==> src/rtl/alu_md.sv <==
// EX-stage execute unit: single-cycle ALUFun operations plus iterative
// radix-2 multiply/divide (signed and unsigned) returning a HI/LO pair.
module alu_md #(
    parameter int WIDTH = 32,
    parameter int CW    = $clog2(WIDTH)
) (
    input  logic             clk,
    input  logic             reset,
    input  logic             in_valid,
    output logic             in_ready,
    input  logic             md_en,
    input  logic [1:0]       md_op,
    input  logic [5:0]       ALUFun,
    input  logic             Sign,
    input  logic [WIDTH-1:0] A,
    input  logic [WIDTH-1:0] B,
    output logic             out_valid,
    output logic [WIDTH-1:0] S,
    output logic [WIDTH-1:0] hi,
    output logic             busy
);

    typedef enum logic [1:0] {IDLE, RUN, FIN} state_t;

    localparam int MSB = WIDTH - 1;

    state_t           state_reg;
    logic [CW-1:0]    cnt_reg;
    logic [1:0]       op_reg;
    logic [WIDTH-1:0] md_hi_reg;
    logic [WIDTH-1:0] md_lo_reg;
    logic [WIDTH-1:0] opnd_reg;
    logic [WIDTH-1:0] a_reg;
    logic             neg_q_reg;
    logic             neg_r_reg;
    logic             dz_reg;
    logic [WIDTH-1:0] s_reg;
    logic [WIDTH-1:0] hi_reg;
    logic             out_valid_reg;

    logic accept;

    assign in_ready  = (state_reg == IDLE) & ~reset;
    assign busy      = (state_reg != IDLE);
    assign accept    = in_valid & in_ready;
    assign S         = s_reg;
    assign hi        = hi_reg;
    assign out_valid = out_valid_reg;

    // Adder shared by add/sub and compare; compares always subtract.
    logic             sub;
    logic [WIDTH-1:0] b_op;
    logic [WIDTH:0]   sum;
    logic [WIDTH-1:0] add_res;
    logic             flag_z;
    logic             v_signed;
    logic             flag_n;

    assign sub      = (ALUFun[5:4] == 2'b11) | ALUFun[0];
    assign b_op     = sub ? ~B : B;
    assign sum      = {1'b0, A} + {1'b0, b_op} + {{WIDTH{1'b0}}, sub};
    assign add_res  = sum[MSB:0];
    assign flag_z   = (add_res == '0);
    assign v_signed = (A[MSB] == b_op[MSB]) & (add_res[MSB] != A[MSB]);
    // Signed N corrects the raw sign bit by overflow; unsigned N is the borrow.
    assign flag_n   = Sign ? (add_res[MSB] ^ v_signed) : (sub & ~sum[WIDTH]);

    logic             sel_and, sel_or, sel_xor, sel_nor, sel_pass;
    logic [WIDTH-1:0] logic_res;

    assign sel_and  = (ALUFun[3:0] == 4'b1000);
    assign sel_or   = (ALUFun[3:0] == 4'b1110);
    assign sel_xor  = (ALUFun[3:0] == 4'b0110);
    assign sel_nor  = (ALUFun[3:0] == 4'b0001);
    assign sel_pass = (ALUFun[3:0] == 4'b1010);

    genvar gi;
    generate
        for (gi = 0; gi < WIDTH; gi++) begin : g_logic
            assign logic_res[gi] = (sel_and  & (A[gi] & B[gi]))
                                 | (sel_or   & (A[gi] | B[gi]))
                                 | (sel_xor  & (A[gi] ^ B[gi]))
                                 | (sel_nor  & ~(A[gi] | B[gi]))
                                 | (sel_pass & A[gi]);
        end
    endgenerate

    logic [CW-1:0]    shamt;
    logic [WIDTH-1:0] shift_res;

    assign shamt = A[CW-1:0];

    always_comb begin
        shift_res = B;
        case (ALUFun[1:0])
            2'b00:   shift_res = B << shamt;
            2'b01:   shift_res = B >> shamt;
            2'b11:   shift_res = $signed(B) >>> shamt;
            default: shift_res = B;
        endcase
    end

    logic a_zero;
    logic cmp_bit;

    assign a_zero = (A == '0);

    always_comb begin
        cmp_bit = 1'b0;
        case (ALUFun[3:1])
            3'b001:  cmp_bit = flag_z;
            3'b000:  cmp_bit = ~flag_z;
            3'b010:  cmp_bit = flag_n;
            3'b110:  cmp_bit = A[MSB] | a_zero;
            3'b101:  cmp_bit = A[MSB];
            3'b111:  cmp_bit = ~A[MSB] & ~a_zero;
            default: cmp_bit = 1'b0;
        endcase
    end

    logic [WIDTH-1:0] alu_res;

    always_comb begin
        alu_res = '0;
        case (ALUFun[5:4])
            2'b00:   alu_res = add_res;
            2'b01:   alu_res = logic_res;
            2'b10:   alu_res = shift_res;
            default: alu_res = {{(WIDTH-1){1'b0}}, cmp_bit};
        endcase
    end

    // Operand magnitudes for the iterative core; unsigned ops never negate.
    logic             signed_op;
    logic             a_neg, b_neg;
    logic [WIDTH-1:0] a_mag, b_mag;

    assign signed_op = ~md_op[0];
    assign a_neg     = signed_op & A[MSB];
    assign b_neg     = signed_op & B[MSB];
    assign a_mag     = a_neg ? (~A + WIDTH'(1)) : A;
    assign b_mag     = b_neg ? (~B + WIDTH'(1)) : B;

    logic [WIDTH:0]     mul_sum;
    logic [WIDTH:0]     div_shift;
    logic [WIDTH:0]     div_diff;
    logic [2*WIDTH-1:0] prod;
    logic [2*WIDTH-1:0] prod_fix;
    logic [WIDTH-1:0]   quo_fix;
    logic [WIDTH-1:0]   rem_fix;

    assign mul_sum   = {1'b0, md_hi_reg} + (md_lo_reg[0] ? {1'b0, opnd_reg} : '0);
    assign div_shift = {md_hi_reg, md_lo_reg[MSB]};
    assign div_diff  = div_shift - {1'b0, opnd_reg};
    assign prod      = {md_hi_reg, md_lo_reg};
    assign prod_fix  = neg_q_reg ? (~prod + (2*WIDTH)'(1)) : prod;
    assign quo_fix   = neg_q_reg ? (~md_lo_reg + WIDTH'(1)) : md_lo_reg;
    assign rem_fix   = neg_r_reg ? (~md_hi_reg + WIDTH'(1)) : md_hi_reg;

    always_ff @(posedge clk) begin
        if (reset) begin
            state_reg     <= IDLE;
            cnt_reg       <= '0;
            op_reg        <= '0;
            md_hi_reg     <= '0;
            md_lo_reg     <= '0;
            opnd_reg      <= '0;
            a_reg         <= '0;
            neg_q_reg     <= 1'b0;
            neg_r_reg     <= 1'b0;
            dz_reg        <= 1'b0;
            s_reg         <= '0;
            hi_reg        <= '0;
            out_valid_reg <= 1'b0;
        end else begin
            out_valid_reg <= 1'b0;
            case (state_reg)
                IDLE: begin
                    if (accept) begin
                        if (md_en) begin
                            op_reg    <= md_op;
                            md_hi_reg <= '0;
                            md_lo_reg <= a_mag;
                            opnd_reg  <= b_mag;
                            a_reg     <= A;
                            neg_q_reg <= a_neg ^ b_neg;
                            neg_r_reg <= a_neg;
                            dz_reg    <= (B == '0);
                            cnt_reg   <= '0;
                            state_reg <= RUN;
                        end else begin
                            s_reg         <= alu_res;
                            out_valid_reg <= 1'b1;
                        end
                    end
                end
                RUN: begin
                    if (op_reg[1]) begin
                        // Restoring step: keep the trial difference only if it did not go negative.
                        if (!div_diff[WIDTH]) begin
                            md_hi_reg <= div_diff[MSB:0];
                            md_lo_reg <= {md_lo_reg[MSB-1:0], 1'b1};
                        end else begin
                            md_hi_reg <= div_shift[MSB:0];
                            md_lo_reg <= {md_lo_reg[MSB-1:0], 1'b0};
                        end
                    end else begin
                        md_hi_reg <= mul_sum[WIDTH:1];
                        md_lo_reg <= {mul_sum[0], md_lo_reg[MSB:1]};
                    end
                    if (cnt_reg == CW'(WIDTH - 1)) begin
                        cnt_reg   <= '0;
                        state_reg <= FIN;
                    end else begin
                        cnt_reg <= cnt_reg + CW'(1);
                    end
                end
                FIN: begin
                    if (!op_reg[1]) begin
                        {hi_reg, s_reg} <= prod_fix;
                    end else if (dz_reg) begin
                        s_reg  <= '1;
                        hi_reg <= a_reg;
                    end else begin
                        s_reg  <= quo_fix;
                        hi_reg <= rem_fix;
                    end
                    out_valid_reg <= 1'b1;
                    state_reg     <= IDLE;
                end
                default: state_reg <= IDLE;
            endcase
        end
    end

endmodule

==> config.mk <==
export PLATFORM = sky130hd
export DESIGN_NAME = alu_md
export DESIGN_NICKNAME = d
export VERILOG_FILES = /design/src/rtl/alu_md.sv
export SDC_FILE = /design/constraint.sdc
export NUM_CORES = 1
export LEC_CHECK = 0
export BUFFER_PORTS_ARGS = -buffer_cell sky130_fd_sc_hd__buf_2
export CAP_MARGIN = 5
export CORE_MARGIN = 3
export CORE_UTILIZATION = 60
export DETAILED_ROUTE_END_ITERATION = 8
export PLACE_DENSITY = 0.75
export SKIP_LAST_GASP = 1
export SYNTH_ARGS = -nofsm -noshare
export SYNTH_HDL_FRONTEND = slang
export SYNTH_SLANG_ARGS = --single-unit
==> constraint.sdc <==
create_clock -name clk -period 5.3 [get_ports clk]
set_clock_uncertainty 0.05 [all_clocks]
set_input_delay 0.265 -clock clk [delete_from_list [all_inputs] [get_ports clk]]
set_output_delay 0.265 -clock clk [all_outputs]
set_load 0.005 [all_outputs]
==> flow_metrics.py <==
metrics = {
    "floorplanning": {
        "die_width_um": 206.8,
        "core_mm2": 0.03928,
        "rows": 72,
        "pin_count": 144,
        "die-area_mm2": 0.04278,
        "die_h_um": 206.8,
        "initial_core_util_pct": 61.61,
    },
    "synth": {
        "ys_ff_latch": 204,
        "ys_seq_area_share_pct": 16.88,
        "ys.flop_type": "dfxtp_1",
        "synth.avg_cell_area_um2": 7.338,
        "yosys_warnings": 0,
        "synth_edf_count": 0,
        "netlist_area_mm2": 0.02420,
        "yosysUniqueCellTypes": 89,
        "synth_cells": 3298,
        "syn_nets": 3546,
        "async_flop_share_pct": 0,
    },
    "setup_path": {
        "reg2reg_slack_ns": 0.96,
        "timing.critical_path.buf_inv": 4,
        "crit_path_top_delay_cell": "xor2_4",
        "worstSetupStartpointType": "flip-flop",
        "regToRegEndpoint": "md_hi_reg[12]$_SDFFE_PP0P_",
        "crit_required_ns": 5.70,
        "slowest_delay_ns": 0.63,
        "critPathKind": "reg2reg",
        "r2r_start": "md_lo_reg[31]$_SDFFE_PP0P_",
        "worstPathArrival_ns": 4.75,
        "ff2ff_path_depth": 16,
        "crit_fanout": 17,
        "end_kind": "flip-flop",
        "path_cells": "buf_4, inv_1, ha_1, inv_1, fa_1, a211oi_1, o21ai_0, nand4b_1, nand2_1, a31oi_1, a221oi_2, xor2_4, buf_4, nor2_1, a211o_1, o211ai_1",
        "crit_family": "compound AO/OA/AOI/OAI gates",
    },
    "global_routing": {
        "gr-total-overflow": 0,
        "grt.total_usage_pct": 45.46,
        "grt_start_max_net_pins": 87,
        "grt_pass1_vias": 25340,
        "grt_first_pass_wirelength_um": 150600,
        "antenna_found_initial": 2,
    },
    "finish": {
        "post-route-cell-area_mm2": 0.02579,
        "area_growth_syn_to_layout_pct": 6.556,
        "final_common_cell": "nand2_1",
        "postLayoutCoreUtil_pct": 65.65,
        "final_cell_mix": "nand2_1, nor2_1, a21oi_1",
        "antenna_cells": 0,
        "nNetsFinal": 3484,
        "drive_above_1_share_pct": 11.50,
    },
    "clocking": {
        "cts_hold_buf": 2,
        "insertion_delay_ns": 0.56,
        "cts-buffers-inserted": 23,
        "post_cts_buffers": 0,
        "cts_sinks": 204,
        "clock_tree.buffer_depth": 3,
        "cts_root_buffer": "clkbuf_16",
        "cts_resized": 0,
        "clk_pin_slew_worst_paths_ns": 0.07,
        "htree_levels": 1,
        "cts_tree": "built",
    },
    "flow_run": {
        "max-cap-violations": 0,
    },
    "routing": {
        "detail_route.wl_per_cell_um": 26.88,
        "vias": 27170,
        "route.detailed.drc": 0,
        "dr.pass1.iters": 9,
        "via_per_inst": 7.206,
        "drt_iter0_markers": 4547,
        "final_antenna_net_count": 0,
        "routed_wl_um": 101300,
    },
    "power": {
        "total_power_mw": 5.474,
        "p_leak_nw": 10.13,
        "p_per_area_mw_per_mm2": 212.3,
        "ir_drop_mv": 0.1901,
    },
    "placement": {
        "portBuffers": 143,
        "dp_hpwl_um": 73910,
        "dpl-instance-area_mm2": 0.02499,
        "gp_congestion": 1.049,
    },
    "timing": {
        "setup_violations": 0,
        "fmax_mhz": 230.2,
        "fin_crit_sh_pct": 81.95,
        "slew_headroom_pct": 16.38,
        "rsz0062_at_grt": "no",
        "slew_viol_final": 0,
        "tightest_slew_ns": 1.254,
        "period_minus_slack_ns": 4.344,
        "hold_viol": 0,
        "finalSetupTns_ns": 0,
    },
    "hold_path": {
        "hold_start": "A[16]",
        "hold_path_class": "in2reg",
        "hold_path_end": "a_reg[16]$_SDFFE_PP0P_",
        "whs_path_depth": 3,
    },
    "run_status": {
        "outcome": "finished clean",
    },
}
==> cells in the mapped netlist, types with 34 or more instances <==
master	instances	area, µm²
dfxtp_1	204	4084
nand2_1	351	1318
xnor2_1	201	1760
xor2_1	46	402.9
nand3_1	46	230.2
a31oi_1	34	212.7
ha_1	168	2102
inv_1	135	506.7
nor3_1	52	260.3
nor2_1	334	1254
clkbuf_1	242	908.4
o211ai_1	73	548.0
mux2i_1	104	1041
a21o_1	63	473.0
a22oi_1	37	277.8
a21oi_1	297	1486
o21ai_0	224	1121
mux4_2	64	1441
a211oi_1	78	585.6
==> worst min-delay path: stages <==
cell and delay, ns:
buf_2 0.18, nand2_1 0.09, a21oi_1 0.05
==> cell type report <==
class	count	area [µm²]
clock buffer	28	624.3
clock inverter	13	156.4
fill	3432	13490
inverter	137	514.2
multi-input combinational	2666	18560
sequential	204	4090
tap	518	648.1
timing repair buffer	204	1196
==> where the power goes <==
part	switching, mW	internal, mW	total, mW
registers	0.0664	1.58	1.65
logic	1.37	0.762	2.14
clock network	0.734	0.954	1.69
==> logic make-up (layout without fill, tap and decap cells) <==
kind of cell	count (synthesis)	count (layout)	synth area share (%)
adders and majority gates	171	171	8.934
muxes	182	182	10.91
and+or+nand+nor	981	981	18.18
AOI/OAI and AO/OA	1085	1085	29.40
buffers and inverters	428	382	6.757
xor gates and xnor gates	247	247	8.939
DFF	204	204	16.88
==> metrics by stage <==
stage | worst slack (ns) | instances | hold WS, ns
floorplan | 0.7002 | 3298 | 0.3510
global placement | 0.8055 | 3727 | 0.3905
detailed placement | 0.7170 | 3727 | 0.3957
CTS | 1.028 | 3770 | 0.01897
global route | 0.6608 | 3770 | 0.04007
finish | 0.9564 | 3770 | 0.04236
==> worst max path at each step <==
stage	startpoint	endpoint	slack [ns]	cells past startpoint
6_report	md_lo_reg[31]$_SDFFE_PP0P_	md_hi_reg[12]$_SDFFE_PP0P_	0.96	16
5_1_grt	md_lo_reg[31]$_SDFFE_PP0P_	md_hi_reg[16]$_SDFFE_PP0P_	0.66	15
4_1_cts	md_lo_reg[31]$_SDFFE_PP0P_	md_hi_reg[12]$_SDFFE_PP0P_	1.03	16
3_5_place_dp	ALUFun[5]	S[0]$_SDFFE_PP0P_	0.72	15
3_3_place_gp	ALUFun[5]	S[0]$_SDFFE_PP0P_	0.81	15
2_1_floorplan	ALUFun[0]	S[0]$_SDFFE_PP0P_	0.70	17
==> layer usage <==
layer / part of all wire, % / GRT usage, % / vias to the layer above
li1: - / - / 11910
met3: 13 / 11.15 / 552
met4: 9.1 / 33.49 / 4
met2: 42 / 69.21 / 2096
met1: 36 / 55.90 / 12600
met5: 0.026 / 0 / -
Note: power is estimated with default switching activity, not from simulation.
